$ cat config.mk
export PLATFORM = sky130hd
export DESIGN_NAME = ps2_key_decoder
export DESIGN_NICKNAME = d
export VERILOG_FILES = /design/src/rtl/ps2_key_decoder.sv
export SDC_FILE = /design/constraint.sdc
export NUM_CORES = 1
export LEC_CHECK = 0
export BUFFER_PORTS_ARGS = -buffer_cell sky130_fd_sc_hd__buf_2
export CAP_MARGIN = 20
export CORE_ASPECT_RATIO = 1.75
export CORE_MARGIN = 2
export CORE_UTILIZATION = 47
export DETAILED_ROUTE_END_ITERATION = 16
export GPL_ROUTABILITY_DRIVEN = 0
export GPL_TIMING_DRIVEN = 0
export HOLD_SLACK_MARGIN = 0.02
export PLACE_DENSITY = 0.66
export SETUP_SLACK_MARGIN = 0.5
export SLEW_MARGIN = 20
export SYNTH_ARGS = -nofsm -noshare
export SYNTH_HDL_FRONTEND = slang
export SYNTH_SLANG_ARGS = --single-unit
$ cat constraint.sdc
create_clock -name clk -period 2.96 [get_ports clk]
set_input_delay 0.296 -clock clk [delete_from_list [all_inputs] [get_ports clk]]
set_output_delay 0.296 -clock clk [all_outputs]
set_load 0.01 [all_outputs]
$ cat src/rtl/ps2_key_decoder.sv
// rtl/ps2_key_decoder.sv - PS/2 keyboard frame receiver and key event decoder
// Optional build macro: PS2_PARITY_CHECK_EN (enables odd-parity checking of each frame)
module ps2_key_decoder #(
   parameter int CLK_FREQ_HZ = 50000000,
   parameter int FILTER_LEN  = 8,
   parameter int TIMEOUT_US  = 200
) (
   input  logic        clk,
   input  logic        reset_n,
   input  logic        ps2_clk,
   input  logic        ps2_data,
   output logic [10:0] ps2_key,
   output logic        frame_error,
   output logic        busy
);

   localparam int TIMEOUT_CYC = CLK_FREQ_HZ / 1000000 * TIMEOUT_US;
   localparam int TW          = $clog2(TIMEOUT_CYC + 1);
   localparam int FW          = $clog2(FILTER_LEN + 1);

   typedef enum logic [1:0] {
      IDLE = 2'd0,
      RECV = 2'd1,
      DONE = 2'd2
   } state_t;

   logic          clk_meta_q, clk_sync_q, data_meta_q, data_sync_q;
   logic [FW-1:0] clk_cnt_q, data_cnt_q;
   logic          clk_filt_q, data_filt_q, clk_prev_q;
   logic          sample;

   state_t        state_q, state_d;
   logic [3:0]    bit_cnt_q, bit_cnt_d;
   logic [9:0]    shift_q, shift_d;
   logic [TW-1:0] timer_q, timer_d;
   logic [10:0]   key_q, key_d;
   logic          fe_q, fe_d;
   logic          ext_q, ext_d;
   logic          rel_q, rel_d;
   logic          parity_bad;
   logic          frame_bad;

   // Two-flop synchronizers; reset to the idle-high line level
   always_ff @(posedge clk or negedge reset_n) begin
      if (!reset_n) begin
         clk_meta_q  <= 1'b1;
         clk_sync_q  <= 1'b1;
         data_meta_q <= 1'b1;
         data_sync_q <= 1'b1;
      end else begin
         clk_meta_q  <= ps2_clk;
         clk_sync_q  <= clk_meta_q;
         data_meta_q <= ps2_data;
         data_sync_q <= data_meta_q;
      end
   end

   // Stability filters: a new level is accepted after FILTER_LEN consecutive differing samples
   always_ff @(posedge clk or negedge reset_n) begin
      if (!reset_n) begin
         clk_cnt_q   <= '0;
         clk_filt_q  <= 1'b1;
         data_cnt_q  <= '0;
         data_filt_q <= 1'b1;
         clk_prev_q  <= 1'b1;
      end else begin
         clk_prev_q <= clk_filt_q;
         if (clk_sync_q == clk_filt_q) begin
            clk_cnt_q <= '0;
         end else if (clk_cnt_q == FW'(FILTER_LEN - 1)) begin
            clk_cnt_q  <= '0;
            clk_filt_q <= clk_sync_q;
         end else begin
            clk_cnt_q <= clk_cnt_q + 1'b1;
         end
         if (data_sync_q == data_filt_q) begin
            data_cnt_q <= '0;
         end else if (data_cnt_q == FW'(FILTER_LEN - 1)) begin
            data_cnt_q  <= '0;
            data_filt_q <= data_sync_q;
         end else begin
            data_cnt_q <= data_cnt_q + 1'b1;
         end
      end
   end

   // A falling edge of the filtered PS/2 clock marks the bit-sample cycle
   assign sample = clk_prev_q & ~clk_filt_q;

`ifdef PS2_PARITY_CHECK_EN
   // Odd parity over the eight data bits plus the parity bit
   assign parity_bad = ~(^shift_q[8:0]);
`else
   assign parity_bad = 1'b0;
`endif

   assign frame_bad = ~shift_q[9] | parity_bad;

   // Receiver state, bit counter, shifter, timeout and event registers
   always_ff @(posedge clk or negedge reset_n) begin
      if (!reset_n) begin
         state_q   <= IDLE;
         bit_cnt_q <= '0;
         shift_q   <= '0;
         timer_q   <= '0;
         key_q     <= '0;
         fe_q      <= 1'b0;
         ext_q     <= 1'b0;
         rel_q     <= 1'b0;
      end else begin
         state_q   <= state_d;
         bit_cnt_q <= bit_cnt_d;
         shift_q   <= shift_d;
         timer_q   <= timer_d;
         key_q     <= key_d;
         fe_q      <= fe_d;
         ext_q     <= ext_d;
         rel_q     <= rel_d;
      end
   end

   // Next-state logic: frame reception, timeout abort and byte decode
   always_comb begin
      state_d   = state_q;
      bit_cnt_d = bit_cnt_q;
      shift_d   = shift_q;
      timer_d   = timer_q;
      key_d     = key_q;
      fe_d      = 1'b0;
      ext_d     = ext_q;
      rel_d     = rel_q;
      case (state_q)
         IDLE: begin
            timer_d   = '0;
            bit_cnt_d = '0;
            if (sample && !data_filt_q) begin
               state_d = RECV;
            end
         end
         RECV: begin
            if (sample) begin
               // Bits arrive LSB first; after ten shifts [7:0]=data, [8]=parity, [9]=stop
               shift_d = {data_filt_q, shift_q[9:1]};
               timer_d = '0;
               if (bit_cnt_q == 4'd9) begin
                  state_d = DONE;
               end else begin
                  bit_cnt_d = bit_cnt_q + 4'd1;
               end
            end else if (timer_q == TW'(TIMEOUT_CYC - 1)) begin
               state_d = IDLE;
               shift_d = '0;
               fe_d    = 1'b1;
               ext_d   = 1'b0;
               rel_d   = 1'b0;
            end else begin
               timer_d = timer_q + 1'b1;
            end
         end
         DONE: begin
            state_d = IDLE;
            if (frame_bad) begin
               fe_d  = 1'b1;
               ext_d = 1'b0;
               rel_d = 1'b0;
            end else if (shift_q[7:0] == 8'hE0) begin
               ext_d = 1'b1;
            end else if (shift_q[7:0] == 8'hF0) begin
               rel_d = 1'b1;
            end else begin
               key_d = {~key_q[10], ~rel_q, ext_q, shift_q[7:0]};
               ext_d = 1'b0;
               rel_d = 1'b0;
            end
         end
         default: begin
            state_d = IDLE;
         end
      endcase
   end

   assign ps2_key     = key_q;
   assign frame_error = fe_q;
   assign busy        = (state_q != IDLE);

endmodule

==> impl_summary.md <==
Status
The run finished with clean final reports.

Yosys
Yosys mapped the design onto 44 distinct sky130hd cell types. In this run, synthesis inferred 0 flip-flops with an integrated enable. The synthesized area per cell is 11.71 um^2. In the synthesized netlist the dominant register cell turns out to be dfrtp_1. The gate count after technology mapping is 232.

The share of the Yosys chip area taken by registers is 0.5468. The flip-flop and latch count after synthesis is 59. In the synthesized netlist the async set-or-reset flop fraction comes to 1.000. During synthesis, Yosys emitted a total of 0 warnings. The number of nets handed over by synthesis was 245. The summed instance area of the synthesized netlist is 0.002716 mm^2.

CTS
The H-tree was split into 3 levels. The root buffer cell chosen for the clock tree is clkbuf_8. In this run, post-CTS hold repair placed 0 buffers. After clock tree synthesis, the repair step resized 0 gates.

The post-CTS repair timing setup buffer count is 0. The clock drives 59 sinks. The maximum number of buffers from clock root to sink is 2. The clock tree from TritonCTS is yes. The number of buffers created by CTS is 9. The clock-pin slew on the worst setup and hold paths is 0.06 ns.

For the worst-skew pair, the clock arrives at the later sink with an insertion delay of 0.34 ns.

Detailed routing
The average wire per standard cell is 15.01 um. The detailed router placed 1,916 vias in this run. Using the TritonRoute via totals, the vias-per-cell ratio works out to 5.635. The number of violations reported at the end of detailed-routing iteration 0 is 90. For this run, the detailed router's first-pass iteration total came to 4. Wires add up to 5105 um. The post-route antenna net violation count is 0. The post-route DRC violation count is 0.

Worst setup path
The startpoint of the worst register-to-register path is timer_q[6]. The most critical setup path has its startpoint at timer_q[6]. The worst setup path is of the flip-flop to flip-flop kind. The slowest stage of the critical path is the or4_4 cell. Traced cell by cell, the critical path runs through or4_4 > nor4_4 > a21oi_1 > a22o_1.

The required time of the critical path is 3.18 ns. For this run, the slowest stage of the critical path takes 0.58 ns. STA classifies the critical path startpoint as a flip-flop. STA classifies the critical path endpoint as a flip-flop. At the worst endpoint, the arrival time is 2.50 ns. Of all nets on the critical path, the largest fanout is 10.

Worst hold path
The tightest min-delay check is of the primary input to asynchronous set/reset pin type.

Power and ir drop
The final total power is 2.446 mW. The areal power density over the cells is 791.3 mW/mm^2. VDD sags by at most 0.3881 mV. For this design the static power due to leakage is 1.444 nW.

STA
The worst pin sits at a relative slew slack of 0.4499. Based on the critical path, the design can be clocked at up to 440.4 MHz. The final hold violation count came to 0. The summed negative setup slack over all endpoints is 0 ns. The number of max-slew violations in the final report was 0. Setup repair after global routing could not meet its margin everywhere. The final number of setup-violating endpoints is 0.

The final clock skew is 0.006073 ns. The final period utilization is 0.7671. The slew at the pin closest to its max-slew limit is 0.8220 ns. The routed design could run at a clock period as short as 2.271 ns.

Cells and area
The fraction of layout cells with a size suffix above 1 is 0.1780. Relative to the synthesized area, the layout overhead comes to 13.77%. The final layout net count is 272. The repair_antennas step left the layout with diodes totalling 0.

Run
Across the run, the number of max-cap violations was 0.

Placement
Summed over all nets, the half-perimeter wirelength after detailed placement is 3529 um. The total of buffers placed on input and output ports is 16.

Floorplanning
The die is 61.47 um wide. The die covers 0.006427 mm^2. The row count is 36.

Measured along the y axis, the die boundary spans 104.6 um. The core region area is 0.005585 mm^2. During I/O placement, the number of pins put on the boundary was 17. The initial core utilization is 0.4863.

Global routing
After global routing the overflow that remains totals 0. The pin count of the biggest net entering global routing is 60. The first-pass GRT wire length is 8659 um. The number of global-route vias before repair is 1,911. Across every metal layer, demand over resource in global routing totals 0.1823. The initial antenna violation count is 0.
==> power by group <==
group	switching (mW)	internal, mW
combinational	0.420	0.255
sequential	0.106	0.948
clock	0.310	0.407
==> routing by layer <==
metal,global-route usage,part of all wire
met2,0.2941,0.52
met1,0.2094,0.42
met3,0.05198,0.027
met5,0,0
met4,0.09726,0.030
==> flip-flops by register name, summed over array words and instances (netlist names), 2 cells and up <==
register	count
timer_q	14
ps2_key	11
shift_q	10
bit_cnt_q	4
clk_cnt_q	4
data_cnt_q	4
state_q	2
==> final cells by class <==
cell class	instances	area, um^2
Sequential cell	59	1485
Tap cell	76	95.09
Buffer	4	22.52
Clock buffer	11	141.4
Timing Repair Buffer	16	82.58
Clock inverter	5	52.55
Fill cell	539	2495
Multi-Input combinational cell	161	1181
Inverter	8	30.03
==> layout by cell type (no fill, tap or decap), types with 2 or more instances in the layout <==
| cell type | synthesis | layout |
|---|---|---|
| and4_1 | 4 | 4 |
| a21oi_1 | 6 | 6 |
| o22ai_1 | 2 | 2 |
| o21ai_1 | 8 | 8 |
| buf_2 | 0 | 15 |
| mux2_2 | 3 | 3 |
| nand3_1 | 11 | 11 |
| nor2_1 | 15 | 14 |
| clkbuf_1 | 3 | 4 |
| or4_4 | 2 | 2 |
| clkbuf_8 | 0 | 10 |
| o21ai_0 | 3 | 3 |
| a22o_1 | 17 | 17 |
| nor4_1 | 6 | 6 |
| nand2_1 | 11 | 11 |
| nor3_1 | 7 | 7 |
| xnor2_1 | 5 | 5 |
| nand4_1 | 4 | 4 |
| xor2_1 | 5 | 5 |
| inv_1 | 8 | 8 |
| ha_1 | 9 | 9 |
| dfstp_2 | 7 | 7 |
| clkinv_2 | 0 | 3 |
| nor2b_1 | 3 | 3 |
| and2_1 | 5 | 5 |
| dfrtp_1 | 52 | 52 |
| a41oi_1 | 2 | 2 |
| mux2_1 | 9 | 9 |
| a221o_1 | 3 | 3 |
| and3_1 | 2 | 2 |
| o22a_1 | 4 | 4 |
==> kinds of logic after synthesis <==
group | count (synthesis) | share of synthesized area
buffers and inverters | 12 | 0.01935
xor gates and xnor gates | 10 | 0.03224
adders and majority gates | 9 | 0.04146
AOI/OAI and AO/OA | 53 | 0.1469
muxes | 13 | 0.05343
DFF | 59 | 0.5468
and+or+nand+nor | 76 | 0.1598
==> synth_stat cells (2+ instances only) <==
cell type	count	area (um^2)
clkbuf_1	3	11.26
a221o_1	3	30.03
ha_1	9	112.6
xnor2_1	5	43.79
dfstp_2	7	183.9
and3_1	2	12.51
nand3_1	11	55.05
a41oi_1	2	17.52
nor2b_1	3	18.77
mux2_2	3	33.78
nor3_1	7	35.03
o22a_1	4	35.03
nor4_1	6	37.54
a21oi_1	6	30.03
nand2_1	11	41.29
and4_1	4	35.03
nor2_1	15	56.30
o21ai_0	3	15.01
a22o_1	17	148.9
or4_4	2	22.52
xor2_1	5	43.79
mux2_1	9	101.4
dfrtp_1	52	1301
o21ai_1	8	40.04
o22ai_1	2	12.51
inv_1	8	30.03
and2_1	5	31.28
nand4_1	4	25.02
==> final timing paths <==
path | to | slack [ns] | cells after the start
setup / recovery | shift_q[8] | 0.69 | 4
setup reg to reg | shift_q[8] | 0.69 | 4
hold reg to reg | clk_sync_q | 0.36 | 0
max in group asynchronous | ps2_key[8] | 2.46 | 1
min in group clk | data_meta_q | 0.05 | 1
hold / removal | clk_cnt_q[0] | 0.01 | 1
==> critical path, delay by kind of cell (launching register included) <==
family | cells | cell delay (ns)
AOI/OAI and AO/OA | 2 | 0.63
DFF | 1 | 0.45
and+or+nand+nor | 2 | 1.08
==> metrics by stage <==
stage	hold WS (ns)	utilization	setup WS (ns)	cell area (um^2)	cells
after floorplan	0.0004090	-	0.8792	2716	232
after global placement	0.3466	0.5177	0.6182	2892	324
after detailed placement	0.3475	0.5181	0.6614	2894	324
after CTS	0.03001	0.5529	0.6332	3088	340
after global routing	0.03015	0.5533	0.4940	3090	340
final	0.01258	0.5533	0.6893	3090	340
Power figures use the tool's default switching activity.
